### src/rtl/shadow_registers_pkg.sv
// registers_pkg: shared constants and helper functions for the shadow register file.
//   RD_LATENCY     - cycles from a sampled read request to valid data_out.
//   MAX_DATA_WIDTH - widest register the byte_merge helper supports.
//   num_lanes()    - byte-lane count for a given register width.
//   byte_merge()   - lane-wise merge of new data into an old word under a byte enable.
package registers_pkg;

    localparam int RD_LATENCY     = 1;
    localparam int MAX_DATA_WIDTH = 256;
    localparam int MAX_LANES      = MAX_DATA_WIDTH / 8;

    function automatic int num_lanes(input int data_width);
        return data_width / 8;
    endfunction

    // Callers zero-extend their words to MAX_DATA_WIDTH and truncate the result back.
    function automatic logic [MAX_DATA_WIDTH-1:0] byte_merge(
        input logic [MAX_DATA_WIDTH-1:0] old_word,
        input logic [MAX_DATA_WIDTH-1:0] new_word,
        input logic [MAX_LANES-1:0]      be
    );
        logic [MAX_DATA_WIDTH-1:0] merged;
        merged = old_word;
        for (int i = 0; i < MAX_LANES; i++) begin
            if (be[i]) begin
                merged[8*i +: 8] = new_word[8*i +: 8];
            end else begin
                merged[8*i +: 8] = old_word[8*i +: 8];
            end
        end
        return merged;
    endfunction

endpackage

### src/rtl/shadow_registers_if.sv
// shadow_registers_if: host access bus of the shadow register file.
//   en, rd, wr    - access enable and read/write requests (master -> slave)
//   be            - byte-lane enables, bit i covers data bits [8i+7:8i]
//   addr, data_in - word address and write data
//   data_out      - registered read data (slave -> master)
//   rd_valid      - one-cycle pulse, data_out has just been updated
interface shadow_registers_if #(
    parameter int ADDR_WIDTH = 8,
    parameter int DATA_WIDTH = 16
);
    logic                    en;
    logic                    rd;
    logic                    wr;
    logic [DATA_WIDTH/8-1:0] be;
    logic [ADDR_WIDTH-1:0]   addr;
    logic [DATA_WIDTH-1:0]   data_in;
    logic [DATA_WIDTH-1:0]   data_out;
    logic                    rd_valid;

    modport master (
        output en, rd, wr, be, addr, data_in,
        input  data_out, rd_valid
    );

    modport slave (
        input  en, rd, wr, be, addr, data_in,
        output data_out, rd_valid
    );
endinterface

### src/rtl/shadow_registers_word.sv
// register_word: one register of the shadow register file.
//   clk, reset - clock and asynchronous active-low reset
//   wr_hit     - a performed host write targets this register
//   be         - byte-lane enables of the write
//   data_in    - write data
//   commit     - copy shadow to active (double-buffered registers only)
//   shadow     - host-visible shadow word
//   active     - core-facing word; the shadow word itself when DB = 0
module register_word
    import registers_pkg::*;
#(
    parameter int                    DATA_WIDTH  = 16,
    parameter bit                    DB          = 1'b1,
    parameter bit                    RO          = 1'b0,
    parameter logic [DATA_WIDTH-1:0] RESET_VALUE = '0
) (
    input  logic                             clk,
    input  logic                             reset,
    input  logic                             wr_hit,
    input  logic [num_lanes(DATA_WIDTH)-1:0] be,
    input  logic [DATA_WIDTH-1:0]            data_in,
    input  logic                             commit,
    output logic [DATA_WIDTH-1:0]            shadow,
    output logic [DATA_WIDTH-1:0]            active
);

    logic [DATA_WIDTH-1:0] shadow_r;
    logic [DATA_WIDTH-1:0] active_r;
    logic [DATA_WIDTH-1:0] merged_s;
    logic [DATA_WIDTH-1:0] shadow_next_s;

    // Next shadow value; a commit in the same cycle as a write must see the written data.
    always_comb begin
        merged_s = DATA_WIDTH'(byte_merge(MAX_DATA_WIDTH'(shadow_r),
                                          MAX_DATA_WIDTH'(data_in),
                                          MAX_LANES'(be)));
        if (wr_hit && !RO) begin
            shadow_next_s = merged_s;
        end else begin
            shadow_next_s = shadow_r;
        end
    end

    // Shadow and active storage; for RO registers both stay at RESET_VALUE.
    always_ff @(posedge clk or negedge reset) begin
        if (!reset) begin
            shadow_r <= RESET_VALUE;
            active_r <= RESET_VALUE;
        end else begin
            shadow_r <= shadow_next_s;
            if (commit) begin
                active_r <= shadow_next_s;
            end
        end
    end

    assign shadow = shadow_r;
    assign active = DB ? active_r : shadow_r;

endmodule

### src/rtl/shadow_registers.sv
// shadow_registers: parametrised double-buffered register file for the host bus.
//   clk, reset - clock and asynchronous active-low reset
//   bus        - host access bus (shadow_registers_if.slave)
//   commit     - copy shadow to active for all double-buffered registers
//   dirty      - a double-buffered register holds an uncommitted write
//   active     - core-facing register values, register r at [r*DATA_WIDTH +: DATA_WIDTH]
module shadow_registers
    import registers_pkg::*;
#(
    parameter int                               ADDR_WIDTH   = 8,
    parameter int                               DATA_WIDTH   = 16,
    parameter int                               NUM_REGS     = 16,
    parameter logic [NUM_REGS-1:0]              DB_MASK      = '1,
    parameter logic [NUM_REGS-1:0]              RO_MASK      = '0,
    parameter logic [NUM_REGS*DATA_WIDTH-1:0]   RESET_VALUES = '0
) (
    input  logic                           clk,
    input  logic                           reset,
    shadow_registers_if.slave              bus,
    input  logic                           commit,
    output logic                           dirty,
    output logic [NUM_REGS*DATA_WIDTH-1:0] active
);

    logic                  wr_req_s;
    logic                  rd_req_s;
    logic [NUM_REGS-1:0]   wr_hit_s;
    logic                  dirty_set_s;
    logic [DATA_WIDTH-1:0] rd_data_s;
    logic [DATA_WIDTH-1:0] shadow_s [NUM_REGS];
    logic [DATA_WIDTH-1:0] data_out_r;
    logic                  rd_valid_r;
    logic                  dirty_r;

    // A write with no enabled lane changes nothing, so it is not a write at all.
    assign wr_req_s = bus.en && bus.wr && (bus.be != '0);
    // A simultaneous write wins over a read.
    assign rd_req_s = bus.en && bus.rd && !bus.wr;

    for (genvar r = 0; r < NUM_REGS; r++) begin : g_reg
        // Out-of-range addresses match no register and are dropped here.
        assign wr_hit_s[r] = wr_req_s && (bus.addr == ADDR_WIDTH'(r)) && !RO_MASK[r];

        register_word #(
            .DATA_WIDTH  (DATA_WIDTH),
            .DB          (DB_MASK[r]),
            .RO          (RO_MASK[r]),
            .RESET_VALUE (RESET_VALUES[r*DATA_WIDTH +: DATA_WIDTH])
        ) u_word (
            .clk     (clk),
            .reset   (reset),
            .wr_hit  (wr_hit_s[r]),
            .be      (bus.be),
            .data_in (bus.data_in),
            .commit  (commit),
            .shadow  (shadow_s[r]),
            .active  (active[r*DATA_WIDTH +: DATA_WIDTH])
        );
    end

    assign dirty_set_s = |(wr_hit_s & DB_MASK);

    // Read mux as an AND-OR of one-hot address matches; unmatched addresses read 0.
    always_comb begin
        rd_data_s = '0;
        for (int r = 0; r < NUM_REGS; r++) begin
            rd_data_s = rd_data_s | ({DATA_WIDTH{bus.addr == ADDR_WIDTH'(r)}} & shadow_s[r]);
        end
    end

    // Registered read data and its valid pulse; data_out holds between reads.
    always_ff @(posedge clk or negedge reset) begin
        if (!reset) begin
            data_out_r <= '0;
            rd_valid_r <= 1'b0;
        end else begin
            rd_valid_r <= rd_req_s;
            if (rd_req_s) begin
                data_out_r <= rd_data_s;
            end
        end
    end

    // Dirty flag; commit has priority since the committed value already includes the write.
    always_ff @(posedge clk or negedge reset) begin
        if (!reset) begin
            dirty_r <= 1'b0;
        end else if (commit) begin
            dirty_r <= 1'b0;
        end else if (dirty_set_s) begin
            dirty_r <= 1'b1;
        end
    end

    assign bus.data_out = data_out_r;
    assign bus.rd_valid = rd_valid_r;
    assign dirty        = dirty_r;

endmodule

### src/flat_wrapper.sv
// flat-port wrapper written by rule: the top's interface ports become plain ports
module shadow_registers_flat import registers_pkg::*;
#(
    parameter int                               ADDR_WIDTH   = 8,
    parameter int                               DATA_WIDTH   = 16,
    parameter int                               NUM_REGS     = 16,
    parameter logic [NUM_REGS-1:0]              DB_MASK      = '1,
    parameter logic [NUM_REGS-1:0]              RO_MASK      = '0,
    parameter logic [NUM_REGS*DATA_WIDTH-1:0]   RESET_VALUES = '0
)
  (clk, reset, commit, dirty, active, bus_en, bus_rd, bus_wr, bus_be, bus_addr, bus_data_in, bus_data_out, bus_rd_valid);
  shadow_registers_if #(.ADDR_WIDTH(ADDR_WIDTH), .DATA_WIDTH(DATA_WIDTH)) bus_i ();
  input  logic clk;
  input  logic reset;
  input  logic commit;
  output logic dirty;
  output logic [NUM_REGS*DATA_WIDTH-1:0] active;
  input wire logic [$bits(bus_i.en)-1:0] bus_en;
  input wire logic [$bits(bus_i.rd)-1:0] bus_rd;
  input wire logic [$bits(bus_i.wr)-1:0] bus_wr;
  input wire logic [$bits(bus_i.be)-1:0] bus_be;
  input wire logic [$bits(bus_i.addr)-1:0] bus_addr;
  input wire logic [$bits(bus_i.data_in)-1:0] bus_data_in;
  output wire logic [$bits(bus_i.data_out)-1:0] bus_data_out;
  output wire logic [$bits(bus_i.rd_valid)-1:0] bus_rd_valid;
  assign bus_i.en = bus_en;
  assign bus_i.rd = bus_rd;
  assign bus_i.wr = bus_wr;
  assign bus_i.be = bus_be;
  assign bus_i.addr = bus_addr;
  assign bus_i.data_in = bus_data_in;
  assign bus_data_out = bus_i.data_out;
  assign bus_rd_valid = bus_i.rd_valid;
  shadow_registers #(.ADDR_WIDTH(ADDR_WIDTH), .DATA_WIDTH(DATA_WIDTH), .NUM_REGS(NUM_REGS), .DB_MASK(DB_MASK), .RO_MASK(RO_MASK), .RESET_VALUES(RESET_VALUES)) u_core (.clk(clk), .reset(reset), .bus(bus_i), .commit(commit), .dirty(dirty), .active(active));
endmodule
### config.mk
export PLATFORM = sky130hd
export DESIGN_NAME = shadow_registers_flat
export DESIGN_NICKNAME = d
export VERILOG_FILES = /design/src/rtl/shadow_registers_pkg.sv /design/src/rtl/shadow_registers_if.sv /design/src/rtl/shadow_registers_word.sv /design/src/rtl/shadow_registers.sv /design/src/flat_wrapper.sv
export SDC_FILE = /design/constraint.sdc
export NUM_CORES = 1
export LEC_CHECK = 0
export CAP_MARGIN = 25
export CORE_MARGIN = 2
export CORE_UTILIZATION = 52
export DETAILED_ROUTE_END_ITERATION = 8
export HOLD_SLACK_MARGIN = 0.03
export PLACE_DENSITY = 0.76
export SETUP_SLACK_MARGIN = 0.05
export SYNTH_ARGS = -nofsm -noshare
export SYNTH_HDL_FRONTEND = slang
export SYNTH_SLANG_ARGS = --single-unit
### constraint.sdc
create_clock -name clk -period 1.8 [get_ports clk]
set_input_delay 0.36 -clock clk [delete_from_list [all_inputs] [get_ports clk]]
set_output_delay 0.36 -clock clk [all_outputs]
set_load 0.01 [all_outputs]
==> flow_metrics.env, run 1 <==
export IMPL_io_pins=306
export IMPL_drv_slew=0
export IMPL_fin_crit_sh=0.976
export IMPL_reg2reg_depth=6
export IMPL_finalSetupViolCount=0
export IMPL_drc=0
export IMPL_synth_top_family_by_area="multiplexers"
export IMPL_wl_per_cell_um=29.8
export IMPL_worst_pin_slew_ns=0.758
export IMPL_maxSlewHeadroom=0.489
export IMPL_p_per_area_nw_per_um2=839
export IMPL_synth_seq_cells=530
export IMPL_cp_num_buf_inv=3
export IMPL_switching_power_w=0.00624
export IMPL_first_pass_iters=7
export IMPL_pwr_share_comb=0.086
export IMPL_fp_dieArea_sq_um=43900
export IMPL_dominantRegCellSynth="dfrtp_1"
export IMPL_num_nets_final=2067
export IMPL_cts_buffers_inserted=52
export IMPL_multi_input_area_sq_um=10100
export IMPL_grt_pass1_vias=16800
export IMPL_clk_pin_slew_ns=0.06
export IMPL_synth_compound_area_share=0.0521
export IMPL_grt_ovfl_total=0
export IMPL_critPathCaptureType="flop"
export IMPL_cp_max_fo=8
export IMPL_crit_arrival_ns=2.24
export IMPL_root_buffer="clkbuf_16"
export IMPL_grt_antenna_before_repair=4
export IMPL_status="finished clean"
export IMPL_p_leak_nw=16.3
export IMPL_die_w_um=210
export IMPL_cp_top_family="simple AND/OR/NAND/NOR gates"
export IMPL_wl_um=78000
export IMPL_cp_common_cell="mux2_4"
export IMPL_power_w=0.0263
export IMPL_worstReg2RegEnd="u_core.bus.data_out[13]$_DFFE_PN0P_"
export IMPL_num_rows=75
export IMPL_switching_share=0.237
export IMPL_synth_area_mux_share=0.287
export IMPL_rsz0062_at_grt="true"
export IMPL_syn_to_final_growth_pct=42.5
export IMPL_syn_avg_cell_area_sq_um=14.5
export IMPL_grt_start_max_net_pins=70
export IMPL_synth_area_leaders="dfrtp_1 (60%), mux2_2 (27%), mux2i_1 (1.4%)"
export IMPL_whs_ns=0.112
export IMPL_hold_class="input port to flop"
export IMPL_syn_nets=1553
export IMPL_ir_drop_uv=537
export IMPL_r2r_slack_ns=0.09
export IMPL_synthSimpleGateAreaFrac=0.0404
export IMPL_utilization=0.749
export IMPL_finalCriticalPeriod_ns=1.76
export IMPL_cts_max_level=2
export IMPL_clock_latency_ns=0.62
export IMPL_tritoncts="yes"
export IMPL_grt_pass1_wl_um=115000
export IMPL_async_flop_share=1.00
export IMPL_syn_inst=1521
export IMPL_path_cells="buf_2 -> nor4_4 -> buf_12 -> nand2_4 -> nor2_4 -> buf_4 -> mux2_4 -> mux2_4"
export IMPL_dp_hpwl_um=56100
export IMPL_synth_top_area_share=0.603
export IMPL_pwr_share_seq=0.470
export IMPL_cts_max_path_buffers=3
export IMPL_crit_path_end="u_core.g_reg[10].u_word.active[6]$_DFFE_PN0P_"
export IMPL_ys_top_cells_by_count="dfrtp_1 (530), mux2_2 (520), clkbuf_1 (69)"
export IMPL_core_sq_um=41900
export IMPL_clockPowerShare=0.444
export IMPL_critical_path_required_ns=2.28
export IMPL_die_y_um=210
export IMPL_regToRegStartpoint="u_core.g_reg[0].u_word.shadow[13]$_DFF_PN0_"
export IMPL_critical_path_class="input port to flop"
export IMPL_io_buffers=305
export IMPL_start_util=0.525
export IMPL_cp_start_kind="input port"
export IMPL_fin_skew_ns=0.0289
export IMPL_synth_most_common_cell="dfrtp_1"
export IMPL_hold_viol=0
export IMPL_mappedNetlistArea_sq_um=22000
export IMPL_synthDistinctLibCells=53
export IMPL_regArea_sq_um=13300
export IMPL_max_stage_delay_ns=0.38
export IMPL_critPathLaunch="bus_addr[4]"
export IMPL_vias_per_cell=6.08
export IMPL_via_count=15900
export IMPL_fillers=2738
export IMPL_synth_edf_count=0
export IMPL_synth_area_leader_cell="dfrtp_1"
export IMPL_ys_seq_area_frac=0.603
export IMPL_cts_sinks=530
export IMPL_cap_violations=0
export IMPL_yosys_area_share_adder=0
export IMPL_final_layout_size_suffix_gt1_frac=0.458
export IMPL_p_int_w=0.0201
export IMPL_synth_xor_xnor_area_share=0
export IMPL_timing_fmax_mhz=569
export IMPL_drtIter0Drc=1451
export IMPL_slowest_stage="nor4_4"
export IMPL_grt_usage=0.361
export IMPL_gp_congestion=0.973
export IMPL_ys_warn_count=0
export IMPL_cp_num_cells=8
export IMPL_ant_nets=0
## final cells by class
| cell class | instances | share of cell area |
|---|---|---|
| Tap cell | 539 | 0.0215 |
| Antenna cell | 1 | 0.0000799 |
| Timing Repair Buffer | 554 | 0.173 |
| Multi-Input combinational cell | 892 | 0.323 |
| Sequential cell | 530 | 0.423 |
| Inverter | 5 | 0.000639 |
| Clock inverter | 26 | 0.0111 |
| Clock buffer | 67 | 0.0469 |
## power groups by stage
stage / clock, W / combinational [W] / sequential (W)
finish: 0.0117 / 0.00226 / 0.0124
global route: 0.0122 / 0.00237 / 0.0124
CTS: 0.0118 / 0.00223 / 0.0124
detailed placement: 0 / 0.00228 / 0.0126
global placement: 0 / 0.00224 / 0.0126
floorplan: 0 / 0.000838 / 0.0126
## stage by stage
step	cell area (sq um)	TNS, ns	setup slack, ns	cells
global placement	29400	-378.12	-1.20	2506
finish	31300	0	0.0441	2614
CTS	31200	0	0.0258	2611
detailed placement	29400	-386.82	-1.17	2506
floorplan	23600	-108.08	-0.441	1521
global route	31300	0	0.0385	2614
## timing repair
item                                    CTS  global route
gates resized for setup                 353            24
endpoints found under the setup margin  728            80
pin swaps                                 8             5
setup buffers                            11             2
hold buffers                              1             0
hold endpoints to repair                 32             0
## state kept, by name (all words and copies together) (netlist names)
name	flops
u_core.g.u_word.shadow	256
u_core.dirty	1
u_core.g.u_word.active	256
u_core.bus.data_out	16
u_core.bus.rd_valid	1
## cells by family (layout without fill, tap and decap cells)
group / count (synthesis) / in the layout
muxes: 557 / 557
DFF: 530 / 530
and+or+nand+nor: 173 / 173
AOI/OAI and AO/OA: 162 / 162
buffers and inverters: 99 / 652
other: 0 / 1
## layer usage
layer	global-route usage	up-vias	routed length [um]
met5	0	-	23
met4	0.167	4	3720
li1	-	6593	-
met2	0.569	787	36500
met1	0.489	8328	32100
met3	0.0693	186	5650
## cells in the final DEF (no fill, tap or decap), types with 7 or more instances in the layout
| master | n |
|---|---|
| a22oi_1 | 31 |
| nor2_4 | 22 |
| buf_12 | 63 |
| a21oi_1 | 20 |
| o21ai_0 | 24 |
| clkinv_2 | 13 |
| dlygate4sd2_1 | 277 |
| nor3_1 | 8 |
| nand3_1 | 13 |
| and3_1 | 7 |
| clkbuf_8 | 9 |
| dfrtp_1 | 529 |
| a22o_1 | 9 |
| nand2_2 | 10 |
| mux2_4 | 362 |
| clkdlybuf4s50_1 | 17 |
| buf_4 | 172 |
| mux2_2 | 158 |
| nor2_1 | 23 |
| buf_6 | 10 |
| a31oi_1 | 11 |
| a211oi_1 | 8 |
| nand2_1 | 24 |
| mux2i_1 | 31 |
| bufinv_16 | 8 |
| clkbuf_16 | 53 |
| buf_8 | 7 |
## how the worst min path moves through the flow
stage	from	endpoint	cells after the start
after floorplan	reset	u_core.bus.data_out[0]$_DFFE_PN0P_	0
after global placement	reset	u_core.g_reg[14].u_word.shadow[9]$_DFF_PN0_	1
after detailed placement	reset	u_core.g_reg[14].u_word.shadow[9]$_DFF_PN0_	1
after CTS	commit	u_core.g_reg[6].u_word.active[0]$_DFFE_PN0P_	2
after global routing	commit	u_core.g_reg[6].u_word.active[0]$_DFFE_PN0P_	2
final	commit	u_core.g_reg[4].u_word.active[13]$_DFFE_PN0P_	2
No activity file was read; power rests on OpenSTA's default activity.
==> run 2: changes to the inputs <==
--- a/config.mk
+++ b/config.mk
@@ -15,3 +15,4 @@
 export SYNTH_ARGS = -nofsm -noshare
 export SYNTH_HDL_FRONTEND = slang
 export SYNTH_SLANG_ARGS = --single-unit
+export TNS_END_PERCENT = 30
==> run 2 against run 1 <==
Compared with the run above:
- sequential power barely moved
- count of clock-buffer cells in the layout rose by 7
- cell count fell by 0.34%
- largest cell class unchanged
- largest power group unchanged
==> flow_metrics.env, run 2 (synthesized netlist as in run 1, its figures left out) <==
export IMPL_die_w_um=210
export IMPL_critical_path_required_ns=2.28
export IMPL_crit_path_end="u_core.g_reg[12].u_word.active[0]$_DFFE_PN0P_"
export IMPL_ir_drop_uv=1140
export IMPL_critPathLaunch="bus_addr[5]"
export IMPL_p_leak_nw=15.9
export IMPL_final_common_cell="dfrtp_1"
export IMPL_gp_congestion=0.917
export IMPL_grt_start_max_net_pins=74
export IMPL_cts_sinks=530
export IMPL_fp_dieArea_sq_um=43900
export IMPL_clk_pin_slew_ns=0.06
export IMPL_cap_violations=0
export IMPL_crit_arrival_ns=2.23
export IMPL_regToRegStartpoint="u_core.g_reg[15].u_word.shadow[12]$_DFF_PN0_"
export IMPL_cp_start_kind="input port"
export IMPL_maxSlewHeadroom=0.676
export IMPL_tns_ns=0
export IMPL_core_sq_um=41900
export IMPL_grt_usage=0.323
export IMPL_rsz0062_at_grt="true"
export IMPL_critPathCaptureType="flop"
export IMPL_via_count=15500
export IMPL_critical_path_class="input port to flop"
export IMPL_hold_viol=0
export IMPL_cts_max_level=2
export IMPL_utilization=0.725
export IMPL_dp_hpwl_um=51400
export IMPL_first_pass_iters=5
export IMPL_syn_to_final_growth_pct=38.1
export IMPL_whs_path_depth=2
export IMPL_io_buffers=305
export IMPL_timing_fmax_mhz=569
export IMPL_grt_pass1_wl_um=105000
export IMPL_drc=0
export IMPL_r2r_slack_ns=0.11
export IMPL_reg2reg_depth=4
export IMPL_num_nets_final=2061
export IMPL_grt_pass1_vias=16200
export IMPL_wl_per_cell_um=26.9
export IMPL_cts_buffers_inserted=52
export IMPL_drtIter0Drc=1119
export IMPL_grt_ovfl_total=0
export IMPL_place_ws_ns=-0.972
export IMPL_wl_um=70100
export IMPL_tritoncts="yes"
export IMPL_final_layout_size_suffix_gt1_frac=0.439
export IMPL_status="finished clean"
export IMPL_worstReg2RegEnd="u_core.bus.data_out[12]$_DFFE_PN0P_"
export IMPL_final_cell_mix="dfrtp_1 (528), mux2_2 (286), dlygate4sd2_1 (279)"
export IMPL_finalSetupViolCount=0
export IMPL_hold_class="input port to flop"
export IMPL_drv_slew=0
export IMPL_num_rows=75
export IMPL_start_util=0.525
export IMPL_root_buffer="clkbuf_16"
export IMPL_cts_max_path_buffers=3
export IMPL_p_per_area_nw_per_um2=833
export IMPL_clock_latency_ns=0.60
export IMPL_finalWorstSetupSlack_ns=0.0427
export IMPL_io_pins=306
export IMPL_fin_skew_ns=0.0127
export IMPL_die_y_um=210
export IMPL_worst_pin_slew_ns=0.481
export IMPL_vias_per_cell=5.95
export IMPL_grt_antenna_before_repair=2
export IMPL_ant_nets=0
export IMPL_finalCriticalPeriod_ns=1.76
export IMPL_fin_crit_sh=0.976
export IMPL_cp_max_fo=8
## run 2: worst max-delay path, stage by stage
cell    delay (ns)
buf_6         0.09
or4_4         0.60
buf_6         0.16
nor2_4        0.13
and2_4        0.28
mux2_4        0.33
mux2_2        0.27
## run 2: worst min path at each step
stage	slack [ns]	startpoint	to
after floorplan	0.06	reset	u_core.bus.data_out[0]$_DFFE_PN0P_
after global placement	0.25	reset	u_core.g_reg[0].u_word.active[6]$_DFFE_PN0P_
after detailed placement	0.25	reset	u_core.g_reg[0].u_word.shadow[0]$_DFF_PN0_
after CTS	0.18	commit	u_core.g_reg[3].u_word.active[1]$_DFFE_PN0P_
after global routing	0.20	commit	u_core.g_reg[7].u_word.active[5]$_DFFE_PN0P_
final	0.21	commit	u_core.g_reg[3].u_word.active[1]$_DFFE_PN0P_
## run 2: area by class of cell
type	instances	area [sq um]
Sequential cell	530	13300
Antenna cell	1	2.50
Clock inverter	16	169
Inverter	5	18.8
Tap cell	539	674
Timing Repair Buffer	548	5250
Clock buffer	74	1510
Multi-Input combinational cell	892	9470
Fill cell	2874	11500
## run 2: where the power goes
part | internal, W | switching (W) | leakage (nW)
clock network | 0.00622 | 0.00460 | 0.816
logic | 0.000949 | 0.00116 | 7.78
registers | 0.0122 | 0.000194 | 7.35
total | 0.0193 | 0.00596 | 15.9
## run 2: metrics by stage
stage	instance area (sq um)	std cells	power (W)	hold slack, ns
floorplan	23000	1521	0.0133	0.0644
detailed placement	28700	2506	0.0147	0.247
global route	30400	2605	0.0260	0.203
finish	30400	2605	0.0253	0.207
CTS	30300	2603	0.0254	0.176
global placement	28700	2506	0.0147	0.245
## run 2: layer usage
layer	GRT usage	wire, um	up-vias
met3	0.0591	5270	109
li1	-	-	6566
met2	0.476	31000	699
met1	0.491	32100	8122
met4	0.0981	1750	2
met5	0	13	-
## run 2: timing repair
action	CTS	global route
pin swaps	13	4
hold buffers	1	0
gates resized for setup	355	12
endpoints found under the setup margin	743	79
hold endpoints to repair	312	0
setup buffers	6	1
